$ cat config.mk
export PLATFORM = sky130hd
export DESIGN_NAME = spi_mem_arbiter
export DESIGN_NICKNAME = d
export VERILOG_FILES = /design/src/rtl/spi_mem_arbiter.sv
export SDC_FILE = /design/constraint.sdc
export NUM_CORES = 1
export LEC_CHECK = 0
export ABC_CLOCK_PERIOD_IN_PS = 1900
export CORE_AREA = 2 2 86 88
export DETAILED_ROUTE_END_ITERATION = 7
export DIE_AREA = 0 0 88 90
export HOLD_SLACK_MARGIN = 0.15
export PLACE_DENSITY = 0.73
export SYNTH_ARGS = -nofsm -noshare
export SYNTH_HDL_FRONTEND = slang
export SYNTH_SLANG_ARGS = --single-unit
export TNS_END_PERCENT = 10
$ cat constraint.sdc
create_clock -name clk -period 1.9 [get_ports clk]
set_input_delay 0.285 -clock clk [delete_from_list [all_inputs] [get_ports clk]]
set_output_delay 0.285 -clock clk [all_outputs]
set_load 0.01 [all_outputs]
$ cat src/rtl/spi_mem_arbiter.sv
// spi_mem_arbiter: two-master Wishbone arbiter (SERV ibus/dbus) in front of the SPI memory controller.
// Each ack is followed by a forced cyc-low cycle so the controller sees a clean idle.
module spi_mem_arbiter #(
    parameter int ADR_W      = 14,
    parameter bit DBUS_PRIO  = 1'b1,
    parameter int MAX_CONSEC = 4
) (
    input  logic             clk,
    input  logic             rst,
    input  logic             i_cyc,
    input  logic [ADR_W-1:0] i_adr,
    output logic [31:0]      i_rdat,
    output logic             i_ack,
    input  logic             d_cyc,
    input  logic [ADR_W-1:0] d_adr,
    input  logic             d_we,
    input  logic [31:0]      d_wdat,
    input  logic [3:0]       d_sel,
    output logic [31:0]      d_rdat,
    output logic             d_ack,
    output logic             s_cyc,
    output logic [ADR_W-1:0] s_adr,
    output logic             s_we,
    output logic [31:0]      s_wdat,
    output logic [3:0]       s_sel,
    input  logic [31:0]      s_rdat,
    input  logic             s_ack,
    output logic [1:0]       grant
);
    typedef enum logic [1:0] {IDLE, BUSY_I, BUSY_D, RELEASE} state_t;

    localparam logic [3:0] MAX = 4'(MAX_CONSEC);

    state_t     state;
    logic [3:0] cnt;
    logic       both;
    logic       starve;
    logic       pick_d;

    assign both   = i_cyc & d_cyc;
    assign starve = cnt >= MAX;
    // Under contention the priority master wins until it has had MAX grants in a row.
    assign pick_d = d_cyc & (~i_cyc | (DBUS_PRIO ? ~starve : starve));

    always_ff @(posedge clk or posedge rst) begin
        if (rst) begin
            state <= IDLE;
            cnt   <= 4'd0;
            grant <= 2'b00;
        end else begin
            case (state)
                IDLE: if (i_cyc | d_cyc) begin
                    state <= pick_d ? BUSY_D : BUSY_I;
                    grant <= pick_d ? 2'b10 : 2'b01;
                    cnt   <= (both && pick_d == DBUS_PRIO) ? cnt + {3'd0, cnt != 4'hf} : 4'd0;
                end
                BUSY_I, BUSY_D: if (s_ack) begin
                    state <= RELEASE;
                    grant <= 2'b00;
                end
                default: state <= IDLE;
            endcase
        end
    end

    // Abandoned cycles still run to the slave ack; gating with cyc swallows that ack.
    assign s_cyc  = |grant;
    assign s_adr  = grant[1] ? d_adr : i_adr;
    assign s_we   = grant[1] & d_we;
    assign s_wdat = grant[1] ? d_wdat : 32'd0;
    assign s_sel  = grant[1] ? d_sel : 4'b1111;
    assign i_ack  = grant[0] & s_ack & i_cyc;
    assign d_ack  = grant[1] & s_ack & d_cyc;
    assign i_rdat = s_rdat;
    assign d_rdat = s_rdat;
endmodule

Yosys cells after proc, flatten, opt, wreduce, memory -nomap -nowiden:

Index checks and enable logic that the tools add are counted.

* magnitude comparators: 1
* bitwise logic cells: 11
* eq/ne operators: 5
* mux-type cells: 10
* reductions and logical operators: 8
* $add $sub $neg: 1

Operator list (count)
* two-way mux 32 bit: 1
* two-way mux 14 bit: 1
* two-way mux 2 bit: 4
* two-way mux 4 bit: 2
* case mux 2 bit (2 select lines): 2
* bitwise AND 1 bit: 7
* adder 4 x 1 -> 4 bit: 1
* >= comparator 4 x 3 -> 1 bit, second input constant: 1
* inequality test 2 bit, second input constant: 2
* inequality test 4 bit, second input constant: 1
* AND reduction 2 bit: 2
* OR reduction 2 bit: 2
* AND reduction 3 bit: 1
* equality test 2 x 1 -> 1 bit, second input constant: 1
* equality test 2 bit, second input constant: 1
* logical NOT 2 bit: 1
* NOT 1 bit: 2
* bitwise OR 1 bit: 2
* nonzero test 2 bit: 1
* logical AND 1 bit: 1

* register bits: 8
* bits of input ports: 102
* output and inout port bits: 120

Longest topological paths before layout:

Gate-level depths: netlist (run 1).

* depth after elaboration: 7
* mapped depth: 5
* gate-level depth less buffers: 5

Worst setup path before layout (run 1):

OpenSTA, ideal clock, no wires.

* path kind: reg-to-reg
* start point: register state[0]
* end point: register state[0]
* period minus slack after synthesis: 1.544 ns
* buffers on the path: 0
* cell stages (with the launch flop): 6
* setup time: 0.125 ns
* arrival time: 1.419 ns
* path slack: 0.356 ns
* cell sequence: dfrtp_1 -> inv_1 -> ha_1 -> or2b_2 -> nand2_2 -> mux2_4

* longest elaborated chain between the ends: 4
* elaborated cells between the ends (all ways): 8
* classes of those cells: eq/ne (4); mux (1); reduce/logical (3)

RTL lines
* start, declared: line 34 `state_t state;`
* start signal, assigned: line 53 `state <= pick_d ? BUSY_D : BUSY_I;`
* equality test 2 x 1 -> 1 bit or equality test 2 bit (tied branches): line 51 `case (state)`
* OR reduction 2 bit: line 51
* inequality test 2 bit (no line)
* AND reduction 2 bit (no line)

Several ways; a longest one is shown, not always the timed one.
A chain may end at the register's enable or synchronous reset.

Worst setup path after layout (run 1):

* start point: register grant[1]
* end point: output port s_wdat[28]

* longest elaborated chain between the ends: 1

RTL lines
* start, declared: line 28 `output logic [1:0] grant`
* start signal, assigned: line 54 `grant <= pick_d ? 2'b10 : 2'b01;`
* two-way mux 32 bit: line 70 `assign s_wdat = grant[1] ? d_wdat : 32'd0;`
* end, declared: line 24 `output logic [31:0] s_wdat,`

No other way between the ends.

==> flow_summary.ini, run 1 <==
[min_path]
hold_class = input pin to asynchronous set/reset pin

[cts]
cts_buffers = 3
clkLatencyLatePin_ns = 0.23
cts_root_buf = clkbuf_8
cts.sinks = 8
htree_num_levels = 1
clk_pin_slew_ns = 0.04
clock_path_buffers = 2
cts_tree = built

[sta]
slew_violations = 0
finalSetupViolations = 0
fin_ws_ns = 0.0126
fin_skew_ns = 0.00350
hold_slack_ns = 0.296
slew_headroom = 0.717
period_share = 0.993
achievable-frequency_mhz = 530
rsz0062_at_grt = yes
worst_slew_pin_slew_ns = 0.420
hold_viol_final = 0
fin_crit_ns = 1.89

[cells_and_area]
final_core_util = 0.340
area_growth_pct = 73.4
fin_cells = 328
n_antenna_cell = 0
fin_nets = 337
drive_above_1_share = 0.144

[worst_setup_path]
arrival_ns = 1.60
end_kind = primary output
path_buf_inv = 2
path_cells = bufbuf_16 -> and2_1 -> clkdlybuf4s50_1
cpLargestDelayFamily = buffers and inverters
critPathRequiredTime_ns = 1.62
crit_slowest_cell = clkdlybuf4s50_1
reg2reg_setup_slack_ns = 0.24
crit_path_max_fanout = 21
max_stage_delay_ns = 0.53
startpoint_type = flip-flop
critical_path_class = flip-flop to primary output

[global_routing]
grt_usage = 0.110
grt_pass1_wl_um = 6820
overflow = 0
grt.busiest_layer = met2
grt_start_max_net_pins = 22
use_met3 = 0.0569
use_met1 = 0.129
grt_pass1_vias = 1365
antenna_found_initial = 0
use_met2 = 0.170

[floorplanning]
num_rows = 31
io_pins = 222
core_mm2 = 0.00702
die_h_um = 90
die-area_mm2 = 0.00792
die_w_um = 88
initial_utilization = 0.196

[drt]
wl_per_cell_um = 14.4
vias = 1273
ant_nets = 0
wirelength_um = 4710
drt_iter0_markers = 18
viasPerCell = 3.88
route.detailed.drc = 0
firstDrtPassIters = 3

[logic_synthesis]
syn_inst = 165
ys_warn_count = 0
yosys.cell_types.count = 28
synth_async_sr_flop_share = 1.00
ys_seq_area_frac = 0.146
syn_nets = 271
avgSynthCellArea_um2 = 8.33
synthesis.area_mm2 = 0.00138
synth_seq_cells = 8
synth-edff-count = 0
synth_ff_type = dfrtp_1

[placement]
dp_hpwl_um = 3700
gp_congestion = 0.767
dp_slack_ns = 0.0832
io_buffer_count = 125
placedCellCount = 323

[power_and_ir_drop]
p_seq_frac = 0.154
p_leak_nw = 1.12
power_frac_comb = 0.736
clockPowerShare = 0.110
intPower_mw = 1.22
powerDensity_mw_per_mm2 = 793
switching_share = 0.356
vdd_drop_max_mv = 0.450
power_mw = 1.89
switching_power_mw = 0.674

[outcome]
outcome = finished clean

[job]
drv_cap = 0
cells by family (layout without fill, tap and decap cells):
family / Yosys count / in the layout / synth area share
flops: 8 / 8 / 0.146
compound gates: 13 / 13 / 0.0755
simple gates: 50 / 50 / 0.236
mux: 15 / 15 / 0.126
fa+ha+maj: 4 / 4 / 0.0364
buf+inv: 75 / 139 / 0.381
power by group through the flow:
| stage | Clock, mW | Sequential, mW | Combinational, mW |
|---|---|---|---|
| after global routing | 0.226 | 0.299 | 1.51 |
| after detailed placement | 0 | 0.295 | 1.40 |
| final | 0.209 | 0.292 | 1.39 |
| after CTS | 0.213 | 0.295 | 1.41 |
| after floorplan | 0 | 0.282 | 0.831 |
| after global placement | 0 | 0.289 | 1.39 |
cell usage after synthesis (2+ instances only):
cell      instances  area (µm²)
buf_2             2        10.0
or2b_2            2        17.5
inv_1             5        18.8
clkbuf_1          4        15.0
ha_1              4        50.1
o21ai_0           2        10.0
a22o_1            3        26.3
o211ai_1          2        15.0
nand2b_1          4        25.0
dfrtp_1           8         200
and3_1            2        12.5
mux2_2           14         158
buf_4            64         480
a32o_1            2        20.0
and2_1           34         213
layout make-up:
cell class,instances,area [µm²]
fillers,719,4640
repair buffers,131,1350
multi-input cells,82,651
flip-flops and latches,8,201
well taps,99,124
clock buffers,3,41.3
inverters,5,18.8
state kept, by name, summed over array words and instances (netlist names):
register and cells:
cnt 4, grant 2, state 2
final timing paths:
kind,to,from,depth (start not counted)
min in group clk,state[1],state[1],1
worst min-delay path,state[0],rst,2
max in group asynchronous,grant[1],rst,2
worst max-delay path,s_wdat[28],grant[1],3
worst max register to register,state[0],state[0],5
worst min register to register,state[1],state[1],1
what timing repair did:
item | CTS | global route
gates resized for setup | 19 | 10
buffers inserted | 0 | 1
endpoints found under the hold margin | 0 | 0
hold buffers | 0 | 0
endpoints found under the setup margin | 16 | 15
gates cloned | 1 | 0
stage by stage:
stage / setup TNS, ns / cell area (µm²)
floorplan: 0 / 1380
global placement: 0 / 2300
detailed placement: 0 / 2300
CTS: -0.433 / 2350
global route: -0.118 / 2380
finish: 0 / 2380
per-layer routing:
layer | wire length, µm | part of all wire
met1 | 1900 | 0.40
met2 | 2160 | 0.46
met3 | 591 | 0.13
met4 | 59 | 0.013
met5 | 0 | 0
layout by cell type (no fill, tap or decap), drive strengths merged, types with 2 or more instances in the layout:
| cell type | n |
|---|---|
| and2 | 34 |
| ha | 4 |
| o21ai | 2 |
| nand2b | 4 |
| and3 | 2 |
| dfrtp | 8 |
| or2b | 2 |
| a22o | 3 |
| dlymetal6s2s | 10 |
| clkbuf | 3 |
| nand2 | 2 |
| mux2 | 15 |
| clkdlybuf4s50 | 97 |
| dlygate4sd2 | 18 |
| a32o | 3 |
| buf | 5 |
| o211ai | 2 |
| inv | 5 |
No activity file was read; power rests on OpenSTA's default activity.
==> run 2, diff against run 1 <==
--- a/config.mk
+++ b/config.mk
@@ -9,7 +9,6 @@
 export CORE_AREA = 2 2 86 88
 export DETAILED_ROUTE_END_ITERATION = 7
 export DIE_AREA = 0 0 88 90
-export HOLD_SLACK_MARGIN = 0.15
 export PLACE_DENSITY = 0.73
 export SYNTH_ARGS = -nofsm -noshare
 export SYNTH_HDL_FRONTEND = slang
==> results of run 2 <==
Same layout as run 1: the final DEF is identical, and so are final timing and power.
==> run 3, diff against run 2 <==
--- a/config.mk
+++ b/config.mk
@@ -10,6 +10,7 @@
 export DETAILED_ROUTE_END_ITERATION = 7
 export DIE_AREA = 0 0 88 90
 export PLACE_DENSITY = 0.73
+export RECOVER_POWER = 50
 export SYNTH_ARGS = -nofsm -noshare
 export SYNTH_HDL_FRONTEND = slang
 export SYNTH_SLANG_ARGS = --single-unit
==> run 3 against run 2 <==
Sequential share of layout area is the same. Global-route usage unchanged. Critical path depth did not move. Critical path type unchanged. Highest routed layer unchanged. Combinational power about the same. Largest power group unchanged.
==> flow_summary.ini, run 3 (same netlist as run 1, synthesis figures left out) <==
[floorplanning]
die_h_um = 90
io_pins = 222
die_w_um = 88
num_rows = 31
die-area_mm2 = 0.00792
core_mm2 = 0.00702
initial_utilization = 0.196

[sta]
fin_skew_ns = 0.00350
achievable-frequency_mhz = 530
rsz0062_at_grt = yes
finalSetupViolations = 0
slew_headroom = 0.717
hold_viol_final = 0
worst_slew_pin_slew_ns = 0.420
period_share = 0.993
fin_crit_ns = 1.89
slew_violations = 0

[job]
drv_cap = 0

[placement]
io_buffer_count = 125
placed_area_mm2 = 0.00230
gp_congestion = 0.767
placedCellCount = 323
dp_hpwl_um = 3700

[cts]
cts_root_buf = clkbuf_8
clock_path_buffers = 2
clkLatencyLatePin_ns = 0.23
clk_pin_slew_ns = 0.04
cts.sinks = 8
cts_buffers = 3
cts_tree = built
htree_num_levels = 1

[global_routing]
antenna_found_initial = 0
grt_start_max_net_pins = 22
grt_usage = 0.110
grt_pass1_vias = 1365
grt_pass1_wl_um = 6820
overflow = 0

[cells_and_area]
drive_above_1_share = 0.144
final_core_util = 0.340
largest_reg_flops = 4
n_antenna_cell = 0
top_register = cnt
nFillCells = 719
layout_common_cells = clkdlybuf4s50_1, and2_1, dlygate4sd2_1, mux2_2, dlymetal6s2s_1
fin_nets = 337
register_area_um2 = 201
multi_input_area_um2 = 651
final_common_cell = clkdlybuf4s50_1
area_growth_pct = 73.4
top_regs = cnt (4), grant (2), state (2)
fin_cells = 328
final_cell_area_mm2 = 0.00238

[worst_setup_path]
critPathRequiredTime_ns = 1.62
startpoint_type = flip-flop
rr_worst_depth = 5
crit_path_max_fanout = 21
critical_path_class = flip-flop to primary output
end_kind = primary output
arrival_ns = 1.60

[drt]
drt_iter0_markers = 18
viasPerCell = 3.88
wirelength_um = 4710
ant_nets = 0
vias = 1273
wl_per_cell_um = 14.4
route.detailed.drc = 0
firstDrtPassIters = 3

[min_path]
hold_class = input pin to asynchronous set/reset pin

[power_and_ir_drop]
powerDensity_mw_per_mm2 = 793
power_mw = 1.89
vdd_drop_max_mv = 0.450
p_leak_nw = 1.12

[outcome]
outcome = finished clean
[run 3: cell count changes in the layout (fill, tap and decap cells not counted)]
| cell | delta |
|---|---|
| clkdlybuf4s50_1 | -1 |
| dlygate4sd3_1 | +1 |
[run 3: what timing repair did]
item | 4_1_cts | 5_1_grt
setup endpoints to repair | 16 | 15
cloned | 1 | 0
hold buffers | 0 | 0
setup buffers | 0 | 1
gates resized for setup | 19 | 10
[run 3: routing by layer]
metal  global-route usage  part of all wire
met5                    0                 0
met3               0.0569              0.13
met1                0.129              0.40
met2                0.170              0.46
met4               0.0359             0.013
[run 3: final timing paths]
path	startpoint	endpoint	slack, ns
worst max-delay path	grant[1]	s_wdat[28]	0.01
worst min-delay path	rst	state[0]	0.43
worst max register to register	state[0]	state[0]	0.24
worst min register to register	state[1]	state[1]	0.52
max in group asynchronous	rst	grant[1]	1.21
min in group clk	state[1]	state[1]	0.52
[run 3: power by group]
part,internal [mW],switching (mW)
Clock,0.138,0.0711
Sequential,0.235,0.0563
Combinational,0.845,0.546
[run 3: per-stage QoR]
step / hold WS [ns] / setup TNS, ns / worst slack [ns]
2_1_floorplan: 0.101 / 0 / 0.356
3_3_place_gp: 0.512 / 0 / 0.103
3_5_place_dp: 0.515 / 0 / 0.0832
4_1_cts: 0.312 / -0.433 / -0.0414
5_1_grt: 0.484 / -0.118 / -0.0325
6_report: 0.433 / 0 / 0.0126
[run 3: critical path, cell delays in order (launching register included)]
cell             delay [ns]
dfrtp_2                0.40
bufbuf_16              0.30
and2_1                 0.13
clkdlybuf4s50_1        0.53
[run 3: area by class of cell]
cell class | instances | share of cell area
Timing Repair Buffer | 131 | 0.566
Inverter | 5 | 0.00787
Clock buffer | 3 | 0.0173
Sequential cell | 8 | 0.0845
Multi-Input combinational cell | 82 | 0.273
Tap cell | 99 | 0.0519
